--- src/rtl/tpsram_fifo_ctrl.sv ---
// Streaming FIFO controller around a two-port RAM with registered read output.
// Read data is prefetched into a small skid buffer so the consumer sees no RAM latency.
module tpsram_fifo_ctrl #(
   parameter int AW        = 11,
   parameter int DW        = 32,
   parameter int RD_LAT    = 2,
   parameter int AFULL_LVL = 1984
) (
   input  logic          CLK,
   input  logic          RESETN,
   input  logic          FLUSH,
   input  logic [DW-1:0] S_DATA,
   input  logic          S_VALID,
   output logic          S_READY,
   output logic [DW-1:0] M_DATA,
   output logic          M_VALID,
   input  logic          M_READY,
   output logic [AW-1:0] W_ADDR,
   output logic [DW-1:0] W_DATA,
   output logic          W_EN,
   output logic [AW-1:0] R_ADDR,
   input  logic [DW-1:0] R_DATA,
   output logic [AW+1:0] LEVEL,
   output logic          ALMOST_FULL,
   output logic          OVERFLOW
);

   localparam int SK  = RD_LAT + 1;
   localparam int SPW = (SK > 1) ? $clog2(SK) : 1;
   localparam int CW  = $clog2(2 * RD_LAT + 3);

   logic [AW:0]     wptr;
   logic [AW:0]     rptr;
   logic [AW:0]     occ;
   logic            full;
   logic            empty;
   logic            clr;
   logic            wr;
   logic            rd_iss;
   logic            pop;
   logic            capture;
   logic [RD_LAT-1:0] pipe;
   logic [CW-1:0]   inflight;
   logic [CW-1:0]   skid_cnt;
   logic [SPW-1:0]  head;
   logic [SPW-1:0]  tail;
   logic [DW-1:0]   skid_mem [SK];

   assign clr     = !RESETN || FLUSH;
   assign occ     = wptr - rptr;
   assign full    = (occ == {1'b1, {AW{1'b0}}});
   assign empty   = (occ == '0);

   assign S_READY = !full;
   assign wr      = S_VALID && !full && !clr;
   assign W_EN    = wr;
   assign W_ADDR  = wptr[AW-1:0];
   assign W_DATA  = S_DATA;
   assign R_ADDR  = rptr[AW-1:0];

   assign M_VALID = (skid_cnt != '0);
   assign M_DATA  = skid_mem[head];
   assign pop     = M_VALID && M_READY;
   assign capture = pipe[RD_LAT-1];

   always_comb begin
      inflight = '0;
      for (int i = 0; i < RD_LAT; i++) begin
         inflight = inflight + CW'(pipe[i]);
      end
   end

   // A pop this cycle frees a skid slot before any new read can land, so it
   // counts as credit; without it steady-state streaming would stall every few words.
   assign rd_iss = !empty && !clr && ((inflight + skid_cnt) < (CW'(SK) + CW'(pop)));

   assign ALMOST_FULL = (LEVEL >= (AW+2)'(AFULL_LVL));

   always_ff @(posedge CLK) begin
      if (clr) begin
         wptr     <= '0;
         rptr     <= '0;
         pipe     <= '0;
         skid_cnt <= '0;
         head     <= '0;
         tail     <= '0;
         LEVEL    <= '0;
         OVERFLOW <= 1'b0;
      end else begin
         if (wr) wptr <= wptr + 1'b1;
         if (rd_iss) rptr <= rptr + 1'b1;
         pipe <= (pipe << 1) | RD_LAT'(rd_iss);
         if (capture) tail <= (tail == SPW'(SK - 1)) ? '0 : tail + 1'b1;
         if (pop) head <= (head == SPW'(SK - 1)) ? '0 : head + 1'b1;
         case ({capture, pop})
            2'b10:   skid_cnt <= skid_cnt + 1'b1;
            2'b01:   skid_cnt <= skid_cnt - 1'b1;
            default: skid_cnt <= skid_cnt;
         endcase
         // Words only enter on a write and leave on a pop; issue/capture just move them inside.
         case ({wr, pop})
            2'b10:   LEVEL <= LEVEL + 1'b1;
            2'b01:   LEVEL <= LEVEL - 1'b1;
            default: LEVEL <= LEVEL;
         endcase
         if (S_VALID && full) OVERFLOW <= 1'b1;
      end
   end

   always_ff @(posedge CLK) begin
      if (capture && !clr) skid_mem[tail] <= R_DATA;
   end

endmodule

--- config.mk ---
export PLATFORM = sky130hd
export DESIGN_NAME = tpsram_fifo_ctrl
export DESIGN_NICKNAME = d
export VERILOG_FILES = /design/src/rtl/tpsram_fifo_ctrl.sv
export SDC_FILE = /design/constraint.sdc
export NUM_CORES = 1
export LEC_CHECK = 0
export CAP_MARGIN = 20
export CELL_PAD_IN_SITES_DETAIL_PLACEMENT = 1
export CELL_PAD_IN_SITES_GLOBAL_PLACEMENT = 2
export CORE_UTILIZATION = 29
export CTS_BUF_LIST = sky130_fd_sc_hd__clkbuf_4 sky130_fd_sc_hd__clkbuf_8
export CTS_CLUSTER_DIAMETER = 60
export DETAILED_ROUTE_END_ITERATION = 16
export GPL_TIMING_DRIVEN = 0
export PLACE_DENSITY_LB_ADDON = 0.1
export SYNTH_ARGS = -nofsm -noshare
export SYNTH_HDL_FRONTEND = slang
export SYNTH_SLANG_ARGS = --single-unit
--- constraint.sdc ---
create_clock -name CLK -period 4.7 [get_ports CLK]
set_clock_uncertainty 0.15 [all_clocks]
set_input_delay 0.94 -clock CLK [delete_from_list [all_inputs] [get_ports CLK]]
set_output_delay 0.94 -clock CLK [all_outputs]
set_load 0.02 [all_outputs]
## Word level (Yosys, flattened, before mapping)

Memory sizes are Yosys's and may differ from the RTL's. A register that Yosys moved wholly into a read port is not among the register bits.
Index checks and enable logic that the tools add are counted.

- $add $sub $neg: 12
- Magnitude comparators: 2
- Equal/unequal tests: 7
- Mux-type cells: 8
- Bitwise logic cells: 1
- Reduce and logical (&&, ||, !) cells: 16

Operators with widths:

| operator | number |
|---|---|
| 13-bit case mux with 2 select lines | 1 |
| 12-bit by 1-bit adder with 12-bit output, second input constant | 2 |
| 13-bit by 1-bit adder with 13-bit output, second input constant | 1 |
| 13-bit by 11-bit >= comparator with 1-bit output, second input constant | 1 |
| 13-bit by 1-bit subtractor with 13-bit output, second input constant | 1 |
| 12-bit == test, second input constant | 1 |
| 12-bit logical NOT | 1 |
| 12-bit subtractor | 1 |
| 2-bit == test, second input constant | 4 |
| 2-bit 2-to-1 mux | 4 |
| 1-bit logical AND | 7 |
| 3-bit case mux with 2 select lines | 1 |
| 2-bit by 1-bit adder with 2-bit output, second input constant | 2 |
| 2-bit by 1-bit == test with 1-bit output, second input constant | 2 |
| 1-bit logical NOT | 4 |
| 2-bit nonzero test | 2 |
| 2-bit by 1-bit adder with 3-bit output, first input constant | 1 |
| 2-bit by 3-bit adder with 3-bit output | 1 |
| 3-bit by 1-bit adder with 3-bit output, second input constant | 1 |
| 3-bit less-than comparator | 1 |
| 3-bit nonzero test | 1 |
| 3-bit by 1-bit subtractor with 3-bit output, second input constant | 1 |
| 1-bit by 1-bit adder with 2-bit output | 1 |
| 1-bit 2-to-1 mux | 2 |
| 2 further kinds | 2 |

- Flip-flop bits (word level): 47
- Bits in writable memories: 96
- Input port bits: 69
- Memories kept: 1

Memories:

| memory | words | bits a word | rd ports | clocked after memory_dff | wr ports | line | text |
|---|---|---|---|---|---|---|---|
| skid_mem | 3 | 32 | 1 | 1 | 1 | 47 | `logic [DW-1:0] skid_mem [SK];` |

## Logic depth before layout (Yosys ltp)

Gate-level depths: netlist (run 1).

- Depth after elaboration: 7
- Mapped depth: 22
- Gate-level depth less buffers: 21

## Worst setup path after synthesis (run 1)

OpenSTA, ideal clock, no wires.

- Kind: register to register
- Start point: register rptr[5]
- End point: register LEVEL[12]
- Library setup time: 0.070 ns
- Data arrival time: 4.818 ns
- Slack: -0.338 ns
- Stages on the path, launching flop included: 22
- Path buffers: 1
- Path through: dfxtp_1 inv_1 ha_1 xor2_1 o31a_1 nor4_1 o2111ai_1 a211oi_2 o211ai_4 and2_1 clkbuf_1 nand2_1 ha_1 ha_1 a21oi_1 o21bai_1 a2111oi_0 o31ai_1 o41ai_1 xor2_1 or3_1 a21oi_1

- Word-level cells in the longest chain between the ends: 7
- Elaborated cells on any way between the ends: 9
- Those cells by class: add/sub: 1; eq/ne: 3; mux: 1; reduce/logical: 4

RTL lines:

| what | line | text |
|---|---|---|
| from (decl) | 33 | `logic [AW:0] rptr;` |
| from (signal assigned) | 91 | `if (rd_iss) rptr <= rptr + 1'b1;` |
| 12-bit subtractor (*) | 50 | `assign occ = wptr - rptr;` |
| 12-bit == test (*) | 51 | `assign full = (occ == {1'b1, {AW{1'b0}}});` |
| 1-bit logical NOT (*) | -- |  |
| net S_READY | 14 | `output logic S_READY,` |
| 1-bit logical AND (*) (2 in series) | 55 | `assign wr = S_VALID && !full && !clr;` |
| 2-bit by 1-bit == test with 1-bit output or 2-bit == test (tied branches) | 101 | `case ({wr, pop})` |
| 13-bit case mux with 2 select lines or 2-bit nonzero test (tied branches) | -- |  |
| to (signal assigned) | 102 | `2'b10: LEVEL <= LEVEL + 1'b1;` |
| to (signal assigned) | 103 | `2'b01: LEVEL <= LEVEL - 1'b1;` |
| to (decl) | 23 | `output logic [AW+1:0] LEVEL,` |

The timed path passes the listed nets; every way through them passes the cells marked *.
A chain may end at the register's enable or synchronous reset.

## Worst setup path in the final report (run 1)

- Start point: register rptr[1]
- End point: register LEVEL[12]

- Word-level cells in the longest chain between the ends: 7
- Elaborated cells on any way between the ends: 9
- Those cells by class: add/sub: 1; eq/ne: 3; mux: 1; reduce/logical: 4

RTL lines:

| what | line |
|---|---|
| 12-bit subtractor (*) | 50 |
| 12-bit == test (*) | 51 |
| 1-bit logical NOT (*) | 55 |
| 1-bit logical AND (*) (2 in series) | 55 |
| 2-bit by 1-bit == test with 1-bit output or 2-bit == test (tied branches) | 101 |
| 13-bit case mux with 2 select lines or 2-bit nonzero test (tied branches) | -- |

Every way passes the cells marked *; elsewhere a longest branch is shown, timed or not.

==> results of run 1 <==
kinds of logic (layout without fill, tap and decap cells):
kind of cell | Yosys count | count (layout)
AOI/OAI and AO/OA | 123 | 123
xor gates and xnor gates | 27 | 27
adders and majority gates | 32 | 32
buffers and inverters | 99 | 304
DFF | 145 | 145
muxes | 38 | 38
and+or+nand+nor | 171 | 171
state kept, by name, indices dropped and copies added, names as in the netlist, named ones only:
signal	cells
rptr	12
skid_cnt	3
OVERFLOW	1
LEVEL	13
pipe	2
head	2
wptr	12
tail	2
skid_mem	96
layout make-up:
class	instances	area, sq um	share of cell area [%]
Buffer	75	493	4.98
Clock buffer	17	234	2.36
Clock inverter	14	169	1.71
Inverter	23	88.8	0.897
Multi-Input combinational cell	391	2920	29.5
Sequential cell	145	3890	39.3
Tap cell	319	399	4.03
Timing Repair Buffer	175	1710	17.2
cell usage after synthesis, types with 4 or more instances:
library cell | n | area share [%]
and2_1 | 6 | 0.53
or4_1 | 9 | 0.95
nand2b_1 | 5 | 0.44
mux2i_1 | 38 | 5.4
or3_1 | 8 | 0.71
buf_4 | 54 | 5.7
dfxtp_1 | 49 | 14
xnor2_1 | 12 | 1.5
nor2_1 | 54 | 2.9
inv_1 | 23 | 1.2
o21a_1 | 4 | 0.42
xor2_1 | 15 | 1.9
edfxtp_1 | 96 | 41
o211ai_1 | 4 | 0.42
nand2_1 | 57 | 3.0
nand3_1 | 9 | 0.64
o21ai_0 | 40 | 2.8
ha_1 | 29 | 5.1
clkbuf_1 | 17 | 0.90
a211oi_1 | 4 | 0.42
nand4_1 | 6 | 0.53
o31ai_1 | 10 | 1.1
nor3_1 | 7 | 0.49
a21oi_1 | 34 | 2.4
how the worst min path moves through the flow:
stage	from	endpoint	cells past startpoint
floorplan	tail[1]$_SDFFE_PP0P_	tail[1]$_SDFFE_PP0P_	2
global placement	OVERFLOW$_SDFFE_PP0P_	OVERFLOW$_SDFFE_PP0P_	2
detailed placement	OVERFLOW$_SDFFE_PP0P_	OVERFLOW$_SDFFE_PP0P_	2
CTS	OVERFLOW$_SDFFE_PP0P_	OVERFLOW$_SDFFE_PP0P_	2
global route	tail[1]$_SDFFE_PP0P_	tail[1]$_SDFFE_PP0P_	2
finish	OVERFLOW$_SDFFE_PP0P_	OVERFLOW$_SDFFE_PP0P_	2
what timing repair did:
item,CTS,global route
buffers inserted,13,15
endpoints found under the setup margin,8,7
pin swaps,16,13
gates resized for setup,44,15
hold buffers,0,0
per-layer routing:
metal  part of all wire [%]  wire length, um
met1                     45             8690
met2                     51             9970
met3                    3.4              669
met4                   0.74              145
met5                      0                0
stage by stage:
step                instance area (sq um)  hold WS, ps  power, mW
floorplan                            7120          310       1.73
global placement                     8920          304       1.91
detailed placement                   9030          318       1.92
CTS                                  9750          337       3.02
global route                         9900          373       3.13
finish                               9900          326       2.99
report_power, final:
group	internal (mW)	switching, mW
sequential	1.37	0.0161
clock	0.490	0.542
combinational	0.279	0.293
worst reg2reg max path, stage by stage, from the launching register on:
cell and delay, ps:
dfxtp_2 340, inv_1 60, ha_4 270, nor2b_4 180
o31ai_4 80, a21o_4 230, a2111o_1 440, o211ai_1 160
o211ai_4 140, and2_4 210, nand2_4 80, ha_4 190
buf_4 140, buf_4 110, ha_2 310, a2111oi_4 420
o31ai_2 130, o41ai_2 240, xor2_1 130, or3_1 330
a21oi_1 150
==> flow_summary.ini, run 1 <==
[synth]
synth_edf_count = 96
syn_nets = 736
yosys_most_used_dff = edfxtp_1
avgSynthCellArea_sq_um = 11.2
synthSimpleGateAreaFrac_pct = 11.3
mappedNetlistArea_sq_mm = 0.00709
synth-seq-cells = 145
ys_types = 56
yosysSeqAreaShare_pct = 54.5
synth-compound-area-share_pct = 11.3
synth_top_family_by_area = compound AO/OA/AOI/OAI gates
synth_xor_area_share_pct = 3.34
synthAdderAreaFrac_pct = 5.97
async_flop_share_pct = 0
syn-instance-count = 635
yosysWarnings = 0
synthMuxAreaShare_pct = 5.37

[critical_path]
r2r_end = LEVEL[12]$_SDFFE_PP0P_
arrival_ps = 4760
ff2ff_path_depth = 20
crit_slowest_cell = a2111o_1
r2r_slack_ps = 160
critical-path-top-delay-family = compound AO/OA/AOI/OAI gates
regToRegStartpoint = rptr[1]$_SDFFE_PP0P_
path_cells = inv_1, ha_4, nor2b_4, o31ai_4, a21o_4, a2111o_1, o211ai_1, o211ai_4, and2_4, nand2_4, ha_4, buf_4, buf_4, ha_2, a2111oi_4, o31ai_2, o41ai_2, xor2_1, or3_1, a21oi_1
required_ps = 4920
start_kind = flip-flop
timing.critical_path.buf_inv = 3
end_kind = flip-flop
crit_cells = 20
worstSetupPathType = flip-flop to flip-flop
crit_fanout = 5
critical_path.startpoint = rptr[1]$_SDFFE_PP0P_
max_stage_delay_ps = 430
critPathCapture = LEVEL[12]$_SDFFE_PP0P_

[clock_tree]
cts.path.max_buffers = 2
clk_pin_slew_ps = 90
cts_buffers = 17
clk_root_buffer_cell = clkbuf_8
clkSinkCount = 145
clk_latency_ps = 440
htree_levels = 4
cts_tree = built

[sta]
period_share_pct = 96.7
max_slew_margin_pct = 36.1
rsz0062_at_grt = yes
setup_ws_ps = 156
tns_ps = 0
drv_slew = 0
fin_crit_ps = 4540
final_hold_viol_count = 0
tightest_slew_ps = 954
setup_viol = 0
fmax_ghz = 0.220

[placement]
dp.cells = 1101
gp_congestion = 0.781
place.port_buffers = 140
pre_cts_ws_ps = -794
dpl.hpwl_mm = 13.9

[die]
io_pins = 173
initial_core_util_pct = 29.8
dieArea_sq_mm = 0.0251
die_width_um = 158
die_y_um = 158
coreArea_sq_mm = 0.0238
rows = 56

[grt]
met3_usage_pct = 3.46
use_met1_pct = 19.1
grt_use_total_pct = 15.9
antenna_found_initial = 0
grt_max_degree = 21
grt_pass1_wl_mm = 30.2
grt_util_met2_pct = 28.7
grt_pass1_vias = 5746
busiest_layer = met2
grt-ovfl-total = 0

[detailed_routing]
vias_per_cell = 4.64
drtPass1Iterations = 4
vias = 5377
drc = 0
drt_iter0_markers = 155
totalWireLength_mm = 19.5
wl_per_cell_um = 16.8
drtAntennaViolNets = 0

[flow_run]
drv_cap = 0

[final_layout]
utilization_pct = 41.7
final_common_cell = clkdlybuf4s50_1
fillCellCount = 2563
finalNetCount = 929
final_cell_mix = 140 x clkdlybuf4s50_1, 96 x edfxtp_1, 81 x buf_4, 56 x nand2_1, 52 x nor2_1
layout-drive-gt1-share_pct = 21.7
diodes = 0
area_growth_pct = 39.7
final_cells = 1159

[worst_hold_path]
hold_path.class = flip-flop to flip-flop

[pwr]
power_density_mw_per_mm2 = 302
ir_worst_vdd_mv = 0.156
p_leak_nw = 3.51

[run_status]
status = complete, no violations
(Power assumes the default switching activity.)
==> run 2: changes to the inputs <==
--- a/config.mk
+++ b/config.mk
@@ -9,7 +9,6 @@
 export CELL_PAD_IN_SITES_DETAIL_PLACEMENT = 1
 export CELL_PAD_IN_SITES_GLOBAL_PLACEMENT = 2
 export CORE_UTILIZATION = 29
-export CTS_BUF_LIST = sky130_fd_sc_hd__clkbuf_4 sky130_fd_sc_hd__clkbuf_8
 export CTS_CLUSTER_DIAMETER = 60
 export DETAILED_ROUTE_END_ITERATION = 16
 export GPL_TIMING_DRIVEN = 0
==> run 2 against run 1 <==
- fmax increased by 0.48%
- non-clock buffer count decreased by 1
- setup slack improved by 22 ps
- cell count about the same
- worst hold slack got worse by 4.8 ps
- critical path depth decreased by 1
- sequential share of layout area decreased by 0.87 points
- global-route usage increased by 0.14 points
- cell area increased by 2.2%
- largest cell class unchanged
- register-to-register slack improved by 20 ps
==> flow_summary.ini, run 2 (same netlist as run 1, synthesis figures left out) <==
[sta]
setup_ws_ps = 178
fin_crit_ps = 4520
tightest_slew_ps = 965
tns_ps = 0
fmax_ghz = 0.221
setup_viol = 0
drv_slew = 0
rsz0062_at_grt = yes
period_share_pct = 96.2
max_slew_margin_pct = 35.3
final_hold_viol_count = 0
hold_ws_ps = 321

[critical_path]
max_stage_delay_ps = 430
arrival_ps = 4730
worstSetupPathType = flip-flop to flip-flop
crit_slowest_cell = a2111o_1
end_kind = flip-flop
path_cells = ha_4, nor2b_4, o31ai_4, a21o_4, a2111o_1, o211ai_1, o211ai_4, and2_4, nand2_4, ha_4, buf_6, buf_4, ha_1, a2111oi_4, o31ai_2, o41ai_2, xor2_1, or3_1, a21oi_2
start_kind = flip-flop
regToRegStartpoint = wptr[1]$_SDFFE_PP0P_
critical_path.startpoint = wptr[1]$_SDFFE_PP0P_
required_ps = 4910
critical-path-top-delay-family = compound AO/OA/AOI/OAI gates
timing.critical_path.buf_inv = 2
crit_fanout = 5
cp_common_cell = ha_4

[pwr]
p_leak_nw = 3.59
ir_worst_vdd_mv = 0.215
power_density_mw_per_mm2 = 332

[grt]
grt_use_total_pct = 16.0
grt-ovfl-total = 0
grt_pass1_vias = 5785
grt_max_degree = 21
antenna_found_initial = 0
grt_pass1_wl_mm = 30.3

[worst_hold_path]
hold_start = OVERFLOW$_SDFFE_PP0P_
hold_path.class = flip-flop to flip-flop

[final_layout]
diodes = 0
layout-drive-gt1-share_pct = 21.9
finalNetCount = 928
top_register = skid_mem
largest_register_ffs = 96
top_regs = skid_mem x96, LEVEL x13
final_cell_mix = 140 x clkdlybuf4s50_1, 96 x edfxtp_1, 79 x buf_4, 56 x nand2_1, 52 x nor2_1
final_cells = 1158
final_common_cell = clkdlybuf4s50_1
final_area_sq_mm = 0.0101
area_growth_pct = 42.8

[detailed_routing]
drc = 0
drtAntennaViolNets = 0
drtPass1Iterations = 5
drt_iter0_markers = 189
vias = 5361
vias_per_cell = 4.63
totalWireLength_mm = 19.7
wl_per_cell_um = 17.0

[run_status]
status = complete, no violations

[placement]
placed_area_sq_mm = 0.00903
dpl.hpwl_mm = 13.9
pre_cts_ws_ps = -794
place.port_buffers = 140
gp_congestion = 0.781
dp.cells = 1101

[clock_tree]
clk_latency_ps = 430
clk_pin_slew_ps = 70
clkSinkCount = 145
cts_buffers = 17
cts.path.max_buffers = 2
cts_tree = built
clk_root_buffer_cell = clkbuf_16
htree_levels = 4
cts_hold_buf = 0

[die]
die_width_um = 158
rows = 56
io_pins = 173
dieArea_sq_mm = 0.0251
initial_core_util_pct = 29.8
coreArea_sq_mm = 0.0238
die_y_um = 158

[flow_run]
drv_cap = 0
==> run 2: cell count changes in the layout (fill, tap and decap cells not counted), sizes merged <==
cell  previous run  this run
buf             94        93
==> run 2: metrics by stage <==
step,util [%],power [mW]
2_1_floorplan,-,1.73
3_3_place_gp,37.6,1.91
3_5_place_dp,38.0,1.92
4_1_cts,41.9,3.38
5_1_grt,42.6,3.50
6_report,42.6,3.36
==> run 2: power by group <==
| part | internal [mW] | switching, mW | leakage [nW] |
|---|---|---|---|
| clock | 0.799 | 0.589 | 0.288 |
| sequential | 1.37 | 0.0165 | 1.27 |
| combinational | 0.285 | 0.295 | 2.03 |
==> run 2: layer usage <==
metal / up-vias / routed length (um) / global-route usage [%]
li1: 2620 / - / -
met1: 2637 / 8800 / 19.0
met2: 90 / 10100 / 28.9
met3: 14 / 625 / 3.48
met4: 0 / 168 / 4.30
met5: - / 0 / 0
==> run 2: layout make-up <==
type                       instances  area (sq um)
clock inverter                    14           169
timing repair buffer             174          1700
buffer                            75           493
inverter                          23          86.3
sequential                       145          3890
tap                              319           399
fill                            2548         13600
multi-input combinational        391          2960
clock buffer                      17           425
==> run 2: final timing paths <==
path                            endpoint  slack [ps]  cells past startpoint
hold reg to reg    OVERFLOW$_SDFFE_PP0P_         320                      2
setup / recovery  LEVEL[12]$_SDFFE_PP0P_         180                     19
setup reg to reg  LEVEL[12]$_SDFFE_PP0P_         180                     19
hold / removal     OVERFLOW$_SDFFE_PP0P_         320                      2
==> run 2: what timing repair did <==
| action | 4_1_cts | 5_1_grt |
|---|---|---|
| setup buffers | 13 | 14 |
| gates resized for setup | 43 | 20 |
| endpoints found under the setup margin | 8 | 6 |
| pin swaps | 15 | 9 |
==> run 2: worst register-to-register path, delay by kind of cell, from the launching register on <==
family	cells	cell delay, ps
compound gates	9	1970
fa+ha+maj	3	800
simple gates	4	800
flops	1	370
buf+inv	2	240
xor+xnor	1	130
